`src/rtl/div_const_seq_ctrl.sv`:
```
// Sequenced unsigned divide-by-constant using one shared radix-4 digit step per cycle.
// Optional build macro DIV_CONST_REM_OUT_EN adds the out_remainder port.
module div_const_seq_ctrl #(
  parameter int unsigned WIDTH   = 32,
  parameter int unsigned DIVISOR = 11
) (
  input  logic             clk,
  input  logic             rst_n,
  input  logic             in_valid,
  output logic             in_ready,
  input  logic [WIDTH-1:0] in_dividend,
  input  logic             abort,
  output logic             out_valid,
  input  logic             out_ready,
  output logic [WIDTH-1:0] out_quotient,
`ifdef DIV_CONST_REM_OUT_EN
  output logic [3:0]       out_remainder,
`endif
  output logic             busy
);

  localparam int unsigned RW    = 4;
  localparam int unsigned TW    = RW + 2;
  localparam int unsigned STEPS = WIDTH / 2;
  localparam int unsigned CW    = (STEPS > 1) ? $clog2(STEPS) : 1;

  localparam logic [TW-1:0] D1 = TW'(DIVISOR);
  localparam logic [TW-1:0] D2 = TW'(2 * DIVISOR);
  localparam logic [TW-1:0] D3 = TW'(3 * DIVISOR);

  typedef enum logic [1:0] {IDLE, BUSY, DONE} state_t;

  state_t           state, state_nxt;
  logic [WIDTH-1:0] shreg;
  logic [RW-1:0]    rem;
  logic [CW-1:0]    cnt;
  logic             load, step;
  logic [TW-1:0]    t;
  logic [1:0]       q;
  logic [RW-1:0]    rem_nxt;

  // Digit step: t = 4*rem + next two dividend bits; quotient digit by compare/subtract.
  always_comb begin
    t       = {rem, shreg[WIDTH-1 -: 2]};
    q       = 2'd0;
    rem_nxt = RW'(t);
    if (t >= D3) begin
      q       = 2'd3;
      rem_nxt = RW'(t - D3);
    end else if (t >= D2) begin
      q       = 2'd2;
      rem_nxt = RW'(t - D2);
    end else if (t >= D1) begin
      q       = 2'd1;
      rem_nxt = RW'(t - D1);
    end
  end

  // Next-state logic; abort overrides every handshake.
  always_comb begin
    state_nxt = state;
    load      = 1'b0;
    step      = 1'b0;
    if (abort) begin
      state_nxt = IDLE;
    end else begin
      case (state)
        IDLE: if (in_valid) begin
          load      = 1'b1;
          state_nxt = BUSY;
        end
        BUSY: begin
          step = 1'b1;
          if (cnt == '0) state_nxt = DONE;
        end
        DONE: if (out_ready) state_nxt = IDLE;
        default: state_nxt = IDLE;
      endcase
    end
  end

  always_ff @(posedge clk or negedge rst_n) begin
    if (!rst_n) begin
      state     <= IDLE;
      in_ready  <= 1'b1;
      out_valid <= 1'b0;
      busy      <= 1'b0;
    end else begin
      state     <= state_nxt;
      in_ready  <= (state_nxt == IDLE);
      out_valid <= (state_nxt == DONE);
      busy      <= (state_nxt == BUSY);
    end
  end

  // Dividend bits leave at the top while quotient digits enter at the bottom.
  always_ff @(posedge clk or negedge rst_n) begin
    if (!rst_n) begin
      shreg <= '0;
      rem   <= '0;
      cnt   <= '0;
    end else if (abort) begin
      cnt <= '0;
    end else if (load) begin
      shreg <= in_dividend;
      rem   <= '0;
      cnt   <= CW'(STEPS - 1);
    end else if (step) begin
      shreg <= {shreg[WIDTH-3:0], q};
      rem   <= rem_nxt;
      cnt   <= cnt - 1'b1;
    end
  end

  always_ff @(posedge clk or negedge rst_n) begin
    if (!rst_n) begin
      out_quotient <= '0;
    end else if (step && cnt == '0) begin
      out_quotient <= {shreg[WIDTH-3:0], q};
    end
  end

`ifdef DIV_CONST_REM_OUT_EN
  always_ff @(posedge clk or negedge rst_n) begin
    if (!rst_n) begin
      out_remainder <= '0;
    end else if (step && cnt == '0) begin
      out_remainder <= rem_nxt;
    end
  end
`endif

endmodule

```
`config.mk`:
```
export PLATFORM = sky130hd
export DESIGN_NAME = div_const_seq_ctrl
export DESIGN_NICKNAME = d
export VERILOG_FILES = /design/src/rtl/div_const_seq_ctrl.sv
export SDC_FILE = /design/constraint.sdc
export NUM_CORES = 1
export LEC_CHECK = 0
export ABC_AREA = 1
export ABC_CLOCK_PERIOD_IN_PS = 1750
export CAP_MARGIN = 20
export CORE_ASPECT_RATIO = 0.8
export CORE_MARGIN = 1
export CORE_UTILIZATION = 40
export CTS_CLUSTER_SIZE = 25
export DETAILED_ROUTE_END_ITERATION = 10
export MAX_ROUTING_LAYER = met4
export PLACE_DENSITY = 0.68
export REMOVE_ABC_BUFFERS = 1
export SKIP_LAST_GASP = 1
export SLEW_MARGIN = 25
export SYNTH_ARGS = -nofsm -noshare
export SYNTH_HDL_FRONTEND = slang
export SYNTH_SLANG_ARGS = --single-unit
```
`constraint.sdc`:
```
create_clock -name clk -period 1.75 [get_ports clk]
set_clock_uncertainty 0.1 [all_clocks]
set_input_delay 0.35 -clock clk [delete_from_list [all_inputs] [get_ports clk]]
set_output_delay 0.35 -clock clk [all_outputs]
set_load 0.02 [all_outputs]
```
### After elaboration in Yosys (flattened, before gate mapping)

Cells that the tools add are included.

| storage, ports and cells | value |
|---|---|
| bits in registers | 77 |
| input bits | 37 |
| output and inout port bits | 35 |
| logic and storage cells | 50 |

| cells by class | value |
|---|---|
| add/subtract/negate cells | 4 |
| order comparisons | 3 |
| equality and inequality tests | 4 |
| muxes and demuxes | 23 |
| bitwise gates (word level) | 1 |
| reductions and logical operators | 7 |

Operators by type and width:

| kind | number |
|---|---|
| 32-bit two-way mux | 2 |
| 4-bit two-way mux | 8 |
| 2-bit two-way mux | 6 |
| 4-bit by 1-bit subtractor with 4-bit output (second input constant) | 2 |
| 6-bit by 4-bit >= comparator with 1-bit output (second input constant) | 1 |
| 6-bit by 5-bit >= comparator with 1-bit output (second input constant) | 1 |
| 6-bit >= comparator (second input constant) | 1 |
| 1-bit two-way mux | 6 |
| 2-bit one-hot mux with 3 select lines | 1 |
| 2-bit by 1-bit == test with 1-bit output (second input constant) | 2 |
| 2-bit == test (second input constant) | 2 |
| 2-bit zero test | 2 |
| 4-bit zero test | 1 |
| 4-bit by 3-bit subtractor with 4-bit output (second input constant) | 1 |
| 4-bit subtractor (second input constant) | 1 |
| 3-bit nonzero test | 1 |
| 2-bit AND reduction | 1 |
| 2-bit nonzero test | 1 |
| 1-bit logical AND | 1 |
| 1-bit inverter | 1 |

### Logic depth before layout (Yosys ltp)

| logic depth | value |
|---|---|
| depth in word-level cells | 6 |
| mapped depth | 12 |
| gate-level depth less buffers | 12 |

### Least setup slack after synthesis

Ideal clock, no wire load.

| timing path | value |
|---|---|
| path kind | reg-to-reg |
| start | reg shreg[31] |
| end | reg rem[1] |
| setup time | 117 ps |
| arrival | 1426 ps |
| required time | 1533 ps |
| slack | 107 ps |
| cell stages (with the launch flop) | 12 |
| path buffers | 0 |
| clock period less this slack | 1643 ps |
| path through | dfrtp_1 > inv_1 > ha_1 > inv_1 > nor2_1 > nand3_1 > nand2_1 > inv_2 > a21oi_1 > o21ai_1 > nand3_1 > nand2_1 |

| on the way | value |
|---|---|
| cells in the longest elaborated chain, start to end | 6 |
| elaborated cells on any way between the ends | 11 |
| those cells by class | 3 x add/sub; 3 x order compare; 5 x mux |

RTL lines:

| element | line | source |
|---|---|---|
| from (decl) | 34 | `logic [WIDTH-1:0] shreg;` |
| from (signal assigned) | 105 | `shreg <= in_dividend;` |
| from (signal assigned) | 109 | `shreg <= {shreg[WIDTH-3:0], q};` |
| 6-bit by 4-bit >= comparator with 1-bit output / 4-bit subtractor (equally long branches) | 53, 55 |  |
| 4-bit two-way mux | 53 | `end else if (t >= D1) begin` |
| 4-bit two-way mux | 50 | `end else if (t >= D2) begin` |
| 4-bit two-way mux (*) | 47 | `if (t >= D3) begin` |
| 4-bit two-way mux (*) | 108 | `end else if (step) begin` |
| 4-bit two-way mux (*) | 104 | `end else if (load) begin` |
| to (signal assigned) | 110 | `rem <= rem_nxt;` |
| to (decl) | 35 | `logic [RW-1:0] rem;` |

Every way passes the cells marked *; elsewhere a longest branch is shown, timed or not. The select of a mux whose other input is x is not followed.
A chain may end at the register's enable or synchronous reset.

### Worst setup path in the final report

| timing path | value |
|---|---|
| start | reg in_ready |
| end | out in_ready |

RTL lines:

| element | line | source |
|---|---|---|
| from (decl) | 10 | `output logic in_ready,` |
| from (signal assigned) | 90 | `in_ready <= (state_nxt == IDLE);` |

No word-level cell between the ends.

==> impl_metrics.ini <==
[global_routing]
globalRoute.totalOverflow = 0
grt-busiest-layer = met2
grt_util_met3 = 0.0536
globalRouteMet2Util = 0.295
grt_start_max_net_pins = 35
grt_pass1_wl_um = 12800
grt.total_usage = 0.190
antenna_found_initial = 0
via_count_of_the_first_global_routing_pass = 2704
globalRouteMet1Util = 0.248

[timing]
number_of_failing_setup_endpoints_in_the_final_timing_report = 0
final_hold_viol_count = 0
setup_ws_ns = 0.115
rsz_0062_raised_after_global_routing = yes
final.setup.tns_ns = 0
maxClockFrequency_mhz = 611
period_utilization_post_route = 0.935
worst_slew_margin_rel = 0.733
final-max-slew-violation-count = 0
tightestPinTransition_ns = 0.400
timing.final.crit_period_ns = 1.64

[logic_synthesis]
asyncSetResetFlopFracSynth = 1.00
syn_inst = 358
synthDistinctLibCells = 28
number_of_enable_type_register_cells_in_the_synthesized_netlist = 0
syn_area_mm2 = 0.00342
synth-warning-count = 0
synth-seq-area-share = 0.564
postSynthRegisterBits = 77
yosys_most_used_dff = sky130_fd_sc_hd__dfrtp_1
postSynthAreaPerCell_um2 = 9.54

[detailed_routing]
route.detailed.drc = 0
dr_total_vias = 2752
dr.first_iter.drc_count = 130
detailed_routing_iterations_pass_1 = 4
wire_length_per_cell_um = 13.5
postRouteAntennaNets = 0
routed_wl_um = 7560
avgViaCountPerCell = 4.93

[clocking]
clock_path_buffers = 2
cts_root_buffer = sky130_fd_sc_hd__clkbuf_8
clock_tree_from_tritoncts = built
cts.clk_slew.worst_paths_ns = 0.09
cts.sinks = 77
cts_htree_levels = 3
clock_insertion_delay_worst_skew_ns = 0.35
post-cts-setup-buffer-count = 0
cts-buffers-inserted = 9

[critical_path]
critical_path_required_ns = 1.30
cpLargestDelayFamily = flip-flops
worstPathArrival_ns = 1.19
critPathCaptureType = primary output
critical-path-slowest-cell = sky130_fd_sc_hd__dfstp_2
cp_cell_sequence = dlygate4sd2_1
crit_path_max_fanout = 1
critPathKind = register to primary output
crit_path_start_kind = register
timing.critical_path.buf_inv = 1
worst_path_largest_cell_delay_ns = 0.52

[floorplanning]
core-area_mm2 = 0.00809
die_boundary_width_um = 105
ioPinCount = 72
initial_utilization = 0.422
rows = 29
die_height_um = 84.7
floorplan.die_area_mm2 = 0.00892

[power_and_ir_drop]
worst_case_vdd_ir_drop_uv = 686
power.density_mw_per_mm2 = 1690
static-leakage-power_uw = 0.00224

[finish]
fraction_of_layout_cells_with_a_size_suffix_above_1 = 0.133
final_nets = 491
multi_input_area_mm2 = 0.00119
area_growth_syn_to_layout_pct = 33.9
insertedDiodeCount = 0
final.fill_count = 716
layout.area.seq_mm2 = 0.00193
stdcell_count = 558
layout.core_utilization = 0.565

[placed_design]
gp_routability_congestion = 0.846
placedCellCount = 541
buffer_ports.inserted = 71
place_hpwl_um = 5520
pre_cts_slack_ns = -0.0472

[run_status]
status = finished clean

[flow_run]
drv.max_cap_violation_count = 0

[hold_path]
min-delay-path-class = primary input to async pin
-- flip-flops by register name, indices dropped and copies added, names as in the netlist --
register,flops
out_quotient,32
shreg,32
cnt,4
rem,4
state,2
busy,1
in_ready,1
out_valid,1
-- layout make-up --
class / count / area share
clock buffers: 9 / 0.0271
inverters: 52 / 0.0427
multi-input cells: 212 / 0.260
well taps: 108 / 0.0295
flip-flops and latches: 77 / 0.422
repair buffers: 93 / 0.201
clock inverters: 7 / 0.0175
-- worst paths after layout --
path	startpoint	to	slack (ns)	cells after the start
hold reg to reg	out_quotient[20]	out_quotient[20]	0.39	2
min in group clk	out_quotient[20]	out_quotient[20]	0.39	2
setup / recovery	in_ready	in_ready	0.11	1
setup reg to reg	shreg[31]	rem[1]	0.13	8
max in group asynchronous	rst_n	shreg[2]	0.63	3
hold / removal	rst_n	out_quotient[17]	0.36	2
-- kinds of logic (layout without fill, tap and decap cells) --
family | after synthesis | after routing | share of synthesized area
XOR/XNOR | 2 | 2 | 0.00513
AO/OA/AOI/OAI | 84 | 84 | 0.166
buffers and inverters | 69 | 161 | 0.0912
flip-flops | 77 | 77 | 0.564
AND/OR/NAND/NOR | 117 | 117 | 0.141
adder cells (fa/ha/maj) | 9 | 9 | 0.0330
-- cell usage after synthesis (2+ instances only) --
library cell,n,area (um2)
sky130_fd_sc_hd__buf_6,5,56.3
sky130_fd_sc_hd__o221ai_1,33,289
sky130_fd_sc_hd__inv_1,47,176
sky130_fd_sc_hd__nand3_1,8,40.0
sky130_fd_sc_hd__nand3_2,2,20.0
sky130_fd_sc_hd__dfrtp_1,76,1900
sky130_fd_sc_hd__inv_2,5,18.8
sky130_fd_sc_hd__o21ai_0,2,10.0
sky130_fd_sc_hd__a21oi_2,2,17.5
sky130_fd_sc_hd__ha_1,9,113
sky130_fd_sc_hd__buf_2,9,45.0
sky130_fd_sc_hd__a21oi_1,7,35.0
sky130_fd_sc_hd__nor2_1,16,60.1
sky130_fd_sc_hd__o21ai_1,37,185
sky130_fd_sc_hd__nand2_1,86,323
sky130_fd_sc_hd__clkbuf_1,2,7.51
-- metal layers --
metal / up-vias / share of wire
li1: 1367 / -
met1: 1318 / 0.47
met2: 65 / 0.48
met3: 2 / 0.047
met4: 0 / 0.0026
met5: - / 0
-- layout by cell type, fill, tap and decap left out --
| cell type | Yosys | final |
|---|---|---|
| sky130_fd_sc_hd__inv_6 | 0 | 2 |
| sky130_fd_sc_hd__clkinv_2 | 0 | 1 |
| sky130_fd_sc_hd__or3_1 | 1 | 1 |
| sky130_fd_sc_hd__inv_2 | 5 | 6 |
| sky130_fd_sc_hd__inv_1 | 47 | 46 |
| sky130_fd_sc_hd__buf_4 | 1 | 15 |
| sky130_fd_sc_hd__buf_12 | 0 | 7 |
| sky130_fd_sc_hd__nand3_2 | 2 | 2 |
| sky130_fd_sc_hd__nor2_1 | 16 | 14 |
| sky130_fd_sc_hd__o22ai_1 | 1 | 1 |
| sky130_fd_sc_hd__o21ai_2 | 1 | 2 |
| sky130_fd_sc_hd__xnor2_1 | 1 | 1 |
| sky130_fd_sc_hd__nand2_2 | 1 | 3 |
| sky130_fd_sc_hd__nand3b_1 | 1 | 1 |
| sky130_fd_sc_hd__dlygate4sd2_1 | 0 | 35 |
| sky130_fd_sc_hd__clkbuf_8 | 0 | 9 |
| sky130_fd_sc_hd__clkinvlp_4 | 0 | 1 |
| sky130_fd_sc_hd__dfstp_2 | 1 | 1 |
| sky130_fd_sc_hd__bufinv_16 | 0 | 1 |
| sky130_fd_sc_hd__clkinv_4 | 0 | 1 |
| sky130_fd_sc_hd__dlygate4sd3_1 | 0 | 1 |
| sky130_fd_sc_hd__o21ai_1 | 37 | 36 |
| sky130_fd_sc_hd__dfrtp_1 | 76 | 75 |
| sky130_fd_sc_hd__o221ai_2 | 1 | 1 |
| sky130_fd_sc_hd__dfrtp_2 | 0 | 1 |
| sky130_fd_sc_hd__nand3_1 | 8 | 8 |
| sky130_fd_sc_hd__clkdlybuf4s50_1 | 0 | 35 |
| sky130_fd_sc_hd__ha_1 | 9 | 9 |
| sky130_fd_sc_hd__a21oi_1 | 7 | 7 |
| sky130_fd_sc_hd__nand2_4 | 1 | 1 |
| sky130_fd_sc_hd__nor2_2 | 1 | 3 |
| sky130_fd_sc_hd__a21oi_2 | 2 | 2 |
| sky130_fd_sc_hd__inv_8 | 0 | 1 |
| sky130_fd_sc_hd__xor2_1 | 1 | 1 |
| sky130_fd_sc_hd__o221ai_1 | 33 | 33 |
| sky130_fd_sc_hd__o21ai_0 | 2 | 2 |
| sky130_fd_sc_hd__nand2_1 | 86 | 84 |
-- where the power goes --
part / internal, uW / total, uW / switching, uW
sequential: 2590 / 2960 / 369
combinational: 1370 / 3390 / 2020
clock: 678 / 1380 / 698
total: 4640 / 7730 / 3090
-- per-stage QoR --
stage / power, uW / area [um2] / hold WS (ns)
2_1_floorplan: 5040 / 3300 / -0.0456
3_3_place_gp: 6540 / 4390 / 0.213
3_5_place_dp: 6650 / 4390 / 0.212
4_1_cts: 7770 / 4560 / 0.376
5_1_grt: 8310 / 4570 / 0.381
6_report: 7730 / 4570 / 0.362
-- timing repair --
action,CTS,global route
hold endpoints to repair,26,0
resized for setup,35,7
hold buffers,1,0
endpoints found under the setup margin,35,5
(Power assumes the default switching activity.)
